`config.mk`:
```
export PLATFORM = sky130hd
export DESIGN_NAME = activation_scheduler_flat
export DESIGN_NICKNAME = d
export VERILOG_FILES = /design/src/rtl/activation_scheduler_if.sv /design/src/rtl/activation_scheduler.sv /design/src/flat_wrapper.sv
export SDC_FILE = /design/constraint.sdc
export NUM_CORES = 1
export LEC_CHECK = 0
export ABC_CLOCK_PERIOD_IN_PS = 5500
export CAP_MARGIN = 25
export CORE_MARGIN = 1.5
export CORE_UTILIZATION = 45
export CTS_CLUSTER_DIAMETER = 150
export DETAILED_ROUTE_END_ITERATION = 10
export GPL_TIMING_DRIVEN = 0
export PLACE_DENSITY = 0.7
export SETUP_SLACK_MARGIN = 0.1
export SLEW_MARGIN = 15
export SYNTH_ARGS = -nofsm -noshare
export SYNTH_HDL_FRONTEND = slang
export SYNTH_SLANG_ARGS = --single-unit
```
`constraint.sdc`:
```
create_clock -name clk -period 5.5 [get_ports clk]
set_input_delay 1.1 -clock clk [delete_from_list [all_inputs] [get_ports clk]]
set_output_delay 1.1 -clock clk [all_outputs]
set_load 0.03 [all_outputs]
```
`src/rtl/activation_scheduler_if.sv`:
```
// Handshake, configuration and status bundle between the accumulator stream,
// the activation scheduler and the output buffer.
`ifndef DATA_WIDTH
`define DATA_WIDTH 8
`endif

interface activation_scheduler_if #(
  parameter int DATA_WIDTH = `DATA_WIDTH,
  parameter int CNT_WIDTH  = 16
);
  logic                         start;
  logic [CNT_WIDTH-1:0]         cfg_num_elems;
  logic                         cfg_relu_en;
  logic                         abort;
  logic                         in_valid;
  logic                         in_ready;
  logic signed [DATA_WIDTH-1:0] in_data;
  logic                         out_valid;
  logic                         out_ready;
  logic signed [DATA_WIDTH-1:0] out_data;
  logic                         out_last;
  logic                         busy;
  logic                         done;
  logic [CNT_WIDTH-1:0]         clamp_cnt;

  modport master (
    output start, cfg_num_elems, cfg_relu_en, abort, in_valid, in_data, out_ready,
    input  in_ready, out_valid, out_data, out_last, busy, done, clamp_cnt
  );

  modport slave (
    input  start, cfg_num_elems, cfg_relu_en, abort, in_valid, in_data, out_ready,
    output in_ready, out_valid, out_data, out_last, busy, done, clamp_cnt
  );
endinterface

```
`src/rtl/activation_scheduler.sv`:
```
// Streams one configured burst of accumulator values through an optional ReLU
// into a single output register, with last flag, done pulse and clamp count.
`ifndef DATA_WIDTH
`define DATA_WIDTH 8
`endif

module activation_scheduler #(
  parameter int DATA_WIDTH = `DATA_WIDTH,
  parameter int CNT_WIDTH  = 16
) (
  input  logic                 clk,
  input  logic                 rst,
  activation_scheduler_if.slave bus
);
  localparam logic [1:0] S_IDLE  = 2'd0;
  localparam logic [1:0] S_RUN   = 2'd1;
  localparam logic [1:0] S_DRAIN = 2'd2;
  localparam logic [1:0] S_DONE  = 2'd3;
  localparam logic [CNT_WIDTH-1:0] ONE = {{(CNT_WIDTH-1){1'b0}}, 1'b1};

  logic [1:0]            state_q, state_d;
  logic [CNT_WIDTH-1:0]  num_elems_q, num_elems_d;
  logic [CNT_WIDTH-1:0]  elem_cnt_q, elem_cnt_d;
  logic [CNT_WIDTH-1:0]  clamp_cnt_q, clamp_cnt_d;
  logic                  relu_en_q, relu_en_d;
  logic                  out_valid_q, out_valid_d;
  logic                  out_last_q, out_last_d;
  logic [DATA_WIDTH-1:0] out_data_q, out_data_d;

  logic in_ready;
  logic accept;
  logic clamp;
  logic last_elem;

  // abort blocks acceptance in its own cycle so no element slips into a cancelled burst
  assign in_ready  = (state_q == S_RUN) && !bus.abort && (!out_valid_q || bus.out_ready);
  assign accept    = in_ready && bus.in_valid;
  assign clamp     = relu_en_q && bus.in_data[DATA_WIDTH-1];
  assign last_elem = (elem_cnt_q == num_elems_q - ONE);

  always_comb begin
    state_d     = state_q;
    num_elems_d = num_elems_q;
    relu_en_d   = relu_en_q;
    elem_cnt_d  = elem_cnt_q;
    clamp_cnt_d = clamp_cnt_q;
    out_valid_d = out_valid_q;
    out_last_d  = out_last_q;
    out_data_d  = out_data_q;
    case (state_q)
      S_IDLE: begin
        if (bus.start) begin
          num_elems_d = bus.cfg_num_elems;
          relu_en_d   = bus.cfg_relu_en;
          elem_cnt_d  = '0;
          clamp_cnt_d = '0;
          state_d     = (bus.cfg_num_elems == '0) ? S_DONE : S_RUN;
        end
      end
      S_RUN: begin
        if (bus.abort) begin
          state_d     = S_IDLE;
          out_valid_d = 1'b0;
          out_last_d  = 1'b0;
        end else if (accept) begin
          out_data_d  = clamp ? '0 : bus.in_data;
          out_valid_d = 1'b1;
          out_last_d  = last_elem;
          elem_cnt_d  = elem_cnt_q + ONE;
          if (clamp) begin
            clamp_cnt_d = clamp_cnt_q + ONE;
          end
          if (last_elem) begin
            state_d = S_DRAIN;
          end
        end else if (out_valid_q && bus.out_ready) begin
          out_valid_d = 1'b0;
        end
      end
      S_DRAIN: begin
        if (bus.abort) begin
          state_d     = S_IDLE;
          out_valid_d = 1'b0;
          out_last_d  = 1'b0;
        end else if (out_valid_q && bus.out_ready) begin
          out_valid_d = 1'b0;
          out_last_d  = 1'b0;
          state_d     = S_DONE;
        end
      end
      default: begin
        state_d = S_IDLE;
      end
    endcase
  end

  always_ff @(posedge clk or posedge rst) begin
    if (rst) begin
      state_q     <= S_IDLE;
      num_elems_q <= '0;
      relu_en_q   <= 1'b0;
      elem_cnt_q  <= '0;
      clamp_cnt_q <= '0;
      out_valid_q <= 1'b0;
      out_last_q  <= 1'b0;
      out_data_q  <= '0;
    end else begin
      state_q     <= state_d;
      num_elems_q <= num_elems_d;
      relu_en_q   <= relu_en_d;
      elem_cnt_q  <= elem_cnt_d;
      clamp_cnt_q <= clamp_cnt_d;
      out_valid_q <= out_valid_d;
      out_last_q  <= out_last_d;
      out_data_q  <= out_data_d;
    end
  end

  assign bus.in_ready  = in_ready;
  assign bus.out_valid = out_valid_q;
  assign bus.out_data  = out_data_q;
  assign bus.out_last  = out_last_q;
  assign bus.busy      = (state_q == S_RUN) || (state_q == S_DRAIN);
  assign bus.done      = (state_q == S_DONE);
  assign bus.clamp_cnt = clamp_cnt_q;
endmodule

```
`src/flat_wrapper.sv`:
```
// flat-port wrapper written by rule: the top's interface ports become plain ports
module activation_scheduler_flat 
#(
  parameter int DATA_WIDTH = `DATA_WIDTH,
  parameter int CNT_WIDTH  = 16
)
  (clk, rst, bus_start, bus_cfg_num_elems, bus_cfg_relu_en, bus_abort, bus_in_valid, bus_in_data, bus_out_ready, bus_in_ready, bus_out_valid, bus_out_data, bus_out_last, bus_busy, bus_done, bus_clamp_cnt);
  activation_scheduler_if #(.DATA_WIDTH(DATA_WIDTH), .CNT_WIDTH(CNT_WIDTH)) bus_i ();
  input  logic clk;
  input  logic rst;
  input wire logic [$bits(bus_i.start)-1:0] bus_start;
  input wire logic [$bits(bus_i.cfg_num_elems)-1:0] bus_cfg_num_elems;
  input wire logic [$bits(bus_i.cfg_relu_en)-1:0] bus_cfg_relu_en;
  input wire logic [$bits(bus_i.abort)-1:0] bus_abort;
  input wire logic [$bits(bus_i.in_valid)-1:0] bus_in_valid;
  input wire logic [$bits(bus_i.in_data)-1:0] bus_in_data;
  input wire logic [$bits(bus_i.out_ready)-1:0] bus_out_ready;
  output wire logic [$bits(bus_i.in_ready)-1:0] bus_in_ready;
  output wire logic [$bits(bus_i.out_valid)-1:0] bus_out_valid;
  output wire logic [$bits(bus_i.out_data)-1:0] bus_out_data;
  output wire logic [$bits(bus_i.out_last)-1:0] bus_out_last;
  output wire logic [$bits(bus_i.busy)-1:0] bus_busy;
  output wire logic [$bits(bus_i.done)-1:0] bus_done;
  output wire logic [$bits(bus_i.clamp_cnt)-1:0] bus_clamp_cnt;
  assign bus_i.start = bus_start;
  assign bus_i.cfg_num_elems = bus_cfg_num_elems;
  assign bus_i.cfg_relu_en = bus_cfg_relu_en;
  assign bus_i.abort = bus_abort;
  assign bus_i.in_valid = bus_in_valid;
  assign bus_i.in_data = bus_in_data;
  assign bus_i.out_ready = bus_out_ready;
  assign bus_in_ready = bus_i.in_ready;
  assign bus_out_valid = bus_i.out_valid;
  assign bus_out_data = bus_i.out_data;
  assign bus_out_last = bus_i.out_last;
  assign bus_busy = bus_i.busy;
  assign bus_done = bus_i.done;
  assign bus_clamp_cnt = bus_i.clamp_cnt;
  activation_scheduler #(.DATA_WIDTH(DATA_WIDTH), .CNT_WIDTH(CNT_WIDTH)) u_core (.clk(clk), .rst(rst), .bus(bus_i));
endmodule
```
==> impl_metrics.env, run 1 <==
export IMPL_tightestPinTransition_ns=0.817
export IMPL_cts_max_path_buffers=2
export IMPL_vias=2916
export IMPL_synth_edff_count=0
export IMPL_post_synth_num_cell_types=52
export IMPL_drc=0
export IMPL_cp_required_ns=4.40
export IMPL_ctsResizeCount=0
export IMPL_holdBufCountCts=0
export IMPL_final_common_cell="dfrtp_1"
export IMPL_rsz0062_at_grt="false"
export IMPL_row_count=31
export IMPL_crit_arrival_ns=2.67
export IMPL_yosys_most_used_dff="dfrtp_1"
export IMPL_maxCapViolCount=0
export IMPL_hp_class="flip-flop to flip-flop"
export IMPL_clkSinkCount=61
export IMPL_fin_crit_sh_pct=68.5
export IMPL_setup_slack_ns=1.73
export IMPL_grt_pass1_vias=2920
export IMPL_vias_per_cell=5.46
export IMPL_end_kind="output port"
export IMPL_fin_crit_ns=3.77
export IMPL_cpMostUsedCell="clkdlybuf4s50_1"
export IMPL_dr_pass1_iters=4
export IMPL_ys_ff_latch=61
export IMPL_setup_tns_ns=0
export IMPL_die_h_um=90.3
export IMPL_post_place_ws_ns=1.70
export IMPL_start_kind="input pin"
export IMPL_fin_skew_ns=0.00717
export IMPL_diodes=0
export IMPL_die_area_mm2=0.00815
export IMPL_cp_slowest_cell="clkdlybuf4s50_1"
export IMPL_insertion_delay_ns=0.34
export IMPL_cts_setup_buffers=0
export IMPL_wl_per_cell_um=14.9
export IMPL_core_mm2=0.00733
export IMPL_die_x_um=90.3
export IMPL_final_cell_mix="dfrtp_1 (61), clkdlybuf4s50_1 (59), nand2_1 (42)"
export IMPL_maxSlewViolCount=0
export IMPL_dp_hpwl_um=5780
export IMPL_synth_fp_nets=398
export IMPL_syn_inst=360
export IMPL_overflow=0
export IMPL_clockRootBuffer="clkbuf_8"
export IMPL_postRouteWirelength_um=7950
export IMPL_final_core_util_pct=59.8
export IMPL_relSlewSlack_pct=45.0
export IMPL_grtUsageTotal_pct=20.8
export IMPL_synth_warnings=0
export IMPL_clk_pin_slew_ns=0.07
export IMPL_post_synth_instance_area_mm2=0.00343
export IMPL_synth_seq_area_share_pct=44.5
export IMPL_tritoncts="done"
export IMPL_drive_gt1_share_pct=10.6
export IMPL_syn_area_per_cell_um2=9.53
export IMPL_area_delta_synth_final_pct=27.8
export IMPL_grt_max_degree=62
export IMPL_cp_max_fo=7
export IMPL_nets=468
export IMPL_ir_drop_mv=0.272
export IMPL_status="complete, no violations"
export IMPL_p_total_mw=2.06
export IMPL_power_density_mw_per_mm2=469
export IMPL_fill_cells=618
export IMPL_cp_slowest_stage_delay_ns=0.66
export IMPL_setup_viol=0
export IMPL_initial_core_util_pct=46.8
export IMPL_place_congestion=0.851
export IMPL_worst_r2r_setup_slack_ns=2.37
export IMPL_cts_buffers_inserted=9
export IMPL_path_class="input pin to output port"
export IMPL_portBuffers=59
export IMPL_hold_viol_final=0
export IMPL_fmax_mhz=266
export IMPL_antenna_found_initial=0
export IMPL_leakagePower_nw=1.84
export IMPL_io_pins=60
export IMPL_async_flop_share_pct=100
export IMPL_crit_chain="clkdlybuf4s50_1, nor2b_1, and2_1, clkdlybuf4s50_1"
export IMPL_drt_iter0_markers=197
export IMPL_grt_pass1_wl_um=13700
export IMPL_ant_nets=0
export IMPL_cts_max_level=3
-- synthesized netlist by cell type (all sizes together), types with 2 or more instances --
cell type | number | share of area [%]
and4 | 2 | 0.51
nand2b | 5 | 0.91
and2 | 3 | 0.55
o2111ai | 2 | 0.51
mux2 | 18 | 6.0
buf | 3 | 0.62
o21ai | 24 | 3.6
and3 | 4 | 0.73
nor4 | 8 | 1.9
xor2 | 25 | 6.4
or4 | 4 | 0.98
or3 | 6 | 1.2
a21o | 3 | 0.66
clkbuf | 8 | 0.88
xnor2 | 13 | 3.3
nand3 | 19 | 2.8
nor3b | 2 | 0.44
nor4b | 2 | 0.51
nand2 | 42 | 4.6
nor2b | 5 | 0.91
nand4 | 7 | 1.3
dfrtp | 61 | 45
a2111oi | 2 | 0.69
inv | 13 | 1.4
a21oi | 8 | 1.2
nor3 | 7 | 1.0
mux2i | 2 | 0.58
nor2 | 37 | 4.1
a31oi | 3 | 0.55
ha | 7 | 2.6
o31a | 2 | 0.51
-- flip-flops by register name (all words and copies together) (netlist names) --
register and cells:
u_core.num_elems_q 16, u_core.bus.out_last 1, u_core.state_q 2, u_core.elem_cnt_q 16
u_core.relu_en_q 1, u_core.bus.out_data 8, u_core.bus.out_valid 1, u_core.bus.clamp_cnt 16
-- per-stage QoR --
step                hold WS, ns  instance area [µm²]  std cells
global route              0.511                 4380        534
floorplan                 0.501                 3430        360
CTS                       0.490                 4380        534
finish                    0.487                 4380        534
detailed placement        0.474                 4150        518
global placement          0.470                 4140        518
-- report_power, final --
group	leakage [nW]	switching, mW	internal (mW)
registers	0.797	0.143	0.568
clock network	0.123	0.182	0.299
logic	0.922	0.484	0.379
-- worst paths after layout --
kind | from | to | cells past startpoint
max | bus_abort | bus_in_ready | 4
min | u_core.bus.out_data[4] | u_core.bus.out_data[4] | 2
max reg2reg | u_core.num_elems_q[0] | u_core.state_q[0] | 9
min reg2reg | u_core.bus.out_data[4] | u_core.bus.out_data[4] | 2
max in group asynchronous | rst | u_core.num_elems_q[5] | 2
min in group asynchronous | rst | u_core.bus.out_data[6] | 2
-- worst max-delay path, delay by kind of cell --
family | cells | cell delay [ns]
and+or+nand+nor | 2 | 0.38
buffers and inverters | 2 | 1.19
-- cell families after synthesis --
| group | count (synthesis) | share of synthesized area, % |
|---|---|---|
| AO/OA/AOI/OAI | 54 | 10.4 |
| XOR/XNOR | 38 | 9.70 |
| adder cells (fa/ha/maj) | 7 | 2.55 |
| buffers and inverters | 24 | 2.92 |
| flip-flops | 61 | 44.5 |
| multiplexers | 20 | 6.60 |
| AND/OR/NAND/NOR | 156 | 23.3 |
-- layout make-up --
| cell class | instances | area (µm²) | share of cell area (%) |
|---|---|---|---|
| multi-input cells | 275 | 1800 | 41.1 |
| flip-flops and latches | 61 | 1530 | 34.8 |
| repair buffers | 59 | 591 | 13.5 |
| clock buffers | 9 | 124 | 2.83 |
| well taps | 99 | 124 | 2.83 |
| clock inverters | 7 | 114 | 2.60 |
| plain buffers | 11 | 51.3 | 1.17 |
| inverters | 13 | 51.3 | 1.17 |
-- per-layer routing --
metal  vias up  global-route usage, %  part of all wire (%)  wire length [µm]
li1       1404                      -                     -                 -
met1      1415                   27.1                    45              3590
met2        81                   34.4                    49              3870
met3        16                   3.28                   3.9               314
met4         0                   8.86                   2.1               168
met5         -                      0                     0                 0
Note: power is estimated with default switching activity, not from simulation.
==> inputs of run 2 (changes only) <==
- ABC_CLOCK_PERIOD_IN_PS: 5500 -> 3100
- PLACE_DENSITY: 0.7 -> 0.72
- clock period: 5.5 -> 3.1 ns (I/O delays scaled with it)
==> impl_metrics.env, run 2 (same netlist as run 1, synthesis figures left out) <==
export IMPL_clk_pin_slew_ns=0.07
export IMPL_grt_pass1_vias=2807
export IMPL_multi_input_area_mm2=0.00186
export IMPL_drc=0
export IMPL_r2r_start="u_core.num_elems_q[0]"
export IMPL_area_delta_synth_final_pct=27.1
export IMPL_dr_pass1_iters=4
export IMPL_cts_setup_buffers=0
export IMPL_final_core_util_pct=59.5
export IMPL_io_pins=60
export IMPL_r2r_end="u_core.state_q[0]"
export IMPL_hp_class="flip-flop to flip-flop"
export IMPL_row_count=31
export IMPL_fin_skew_ns=0.00933
export IMPL_wl_per_cell_um=14.7
export IMPL_start_kind="flip-flop"
export IMPL_power_density_mw_per_mm2=785
export IMPL_tightestPinTransition_ns=0.757
export IMPL_seq_area_mm2=0.00153
export IMPL_layout_cells_non_filler=534
export IMPL_fmax_mhz=343
export IMPL_worst_r2r_setup_slack_ns=0.19
export IMPL_grt_pass1_wl_um=13200
export IMPL_cts_max_level=3
export IMPL_final_cell_mix="dfrtp_1 (61), clkdlybuf4s50_1 (59), nand2_1 (42)"
export IMPL_path_class="flip-flop to flip-flop"
export IMPL_core_mm2=0.00733
export IMPL_portBuffers=59
export IMPL_fill_cells=621
export IMPL_grt_max_degree=62
export IMPL_ir_drop_mv=0.488
export IMPL_fin_crit_sh_pct=94.0
export IMPL_hold_path_end="u_core.bus.out_data[4]"
export IMPL_maxSlewViolCount=0
export IMPL_initial_core_util_pct=46.8
export IMPL_clockRootBuffer="clkbuf_8"
export IMPL_overflow=0
export IMPL_die_h_um=90.3
export IMPL_cp_max_fo=6
export IMPL_insertion_delay_ns=0.33
export IMPL_vias_per_cell=5.35
export IMPL_rsz0062_at_grt="false"
export IMPL_place_congestion=0.823
export IMPL_nets=468
export IMPL_die_x_um=90.3
export IMPL_holdBufCountCts=0
export IMPL_vias=2858
export IMPL_hold_path_startpoint="u_core.bus.out_data[4]"
export IMPL_grtUsageTotal_pct=19.9
export IMPL_final_common_cell="dfrtp_1"
export IMPL_hold_viol_final=0
export IMPL_maxCapViolCount=0
export IMPL_dp_hpwl_um=5710
export IMPL_drive_gt1_share_pct=11.3
export IMPL_cts_max_path_buffers=2
export IMPL_holdPathStages=2
export IMPL_clkSinkCount=61
export IMPL_cp_required_ns=3.32
export IMPL_postRouteWirelength_um=7880
export IMPL_relSlewSlack_pct=49.5
export IMPL_leakagePower_nw=1.81
export IMPL_fin_crit_ns=2.91
export IMPL_antenna_found_initial=0
export IMPL_ant_nets=0
export IMPL_drt_iter0_markers=104
export IMPL_tritoncts="done"
export IMPL_cts_buffers_inserted=9
export IMPL_crit_arrival_ns=3.14
export IMPL_setup_viol=0
export IMPL_diodes=0
export IMPL_end_kind="flip-flop"
export IMPL_worst_r2r_cell_count=9
export IMPL_status="complete, no violations"
export IMPL_dpl_cell_count=518
export IMPL_die_area_mm2=0.00815
run 2: final cells by class:
class / count / area share, %
buffer: 11 / 1.18
sequential: 61 / 35.0
tap: 99 / 2.84
timing repair buffer: 59 / 13.5
clock inverter: 5 / 0.631
multi-input combinational: 275 / 42.6
inverter: 13 / 1.18
clock buffer: 11 / 3.01
run 2: repair_timing:
action	CTS	global route
pin swaps	0	1
setup endpoints to repair	1	8
resized for setup	2	7
run 2: stage by stage:
stage / power (mW) / setup TNS, ns / setup slack [ns] / cell area, µm² / hold slack, ns
4_1_cts: 3.39 / 0 / 0.122 / 4320 / 0.490
3_5_place_dp: 2.78 / -1.02 / -0.240 / 4150 / 0.474
6_report: 3.42 / 0 / 0.186 / 4360 / 0.485
5_1_grt: 3.67 / 0 / 0.0845 / 4360 / 0.528
2_1_floorplan: 2.30 / 0 / 0.476 / 3430 / 0.501
3_3_place_gp: 2.74 / -9.81 / -0.184 / 4140 / 0.468
run 2: power breakdown:
group	total, mW	switching (mW)	internal (mW)
Combinational	1.57	0.879	0.691
Clock	0.591	0.307	0.285
Sequential	1.26	0.255	1.01
run 2: how the worst max path moves through the flow:
stage,start,endpoint,slack [ns],cells past startpoint
2_1_floorplan,u_core.num_elems_q[0],u_core.state_q[0],0.48,9
3_3_place_gp,bus_abort,u_core.elem_cnt_q[6],-0.18,7
3_5_place_dp,bus_abort,u_core.elem_cnt_q[10],-0.24,7
4_1_cts,bus_abort,u_core.elem_cnt_q[10],0.12,7
5_1_grt,u_core.num_elems_q[0],u_core.state_q[0],0.08,9
6_report,u_core.num_elems_q[0],u_core.state_q[0],0.19,9
run 2: critical path, cell delays in order (launching register included):
cell and delay (ns):
dfrtp_1 0.47, inv_1 0.09, ha_1 0.24, or3b_4 0.43, or3_4 0.36, o41ai_2 0.26, nand4_1 0.20, a2111oi_4 0.34
o21ai_2 0.12, mux2_4 0.31
run 2: per-layer routing:
layer  track usage, %  up-vias  part of all wire [%]
li1                 -     1405                     -
met3             5.64        6                   4.1
met4             4.89        0                  0.63
met2             32.1       65                    49
met5                0        -                     0
met1             26.5     1382                    47
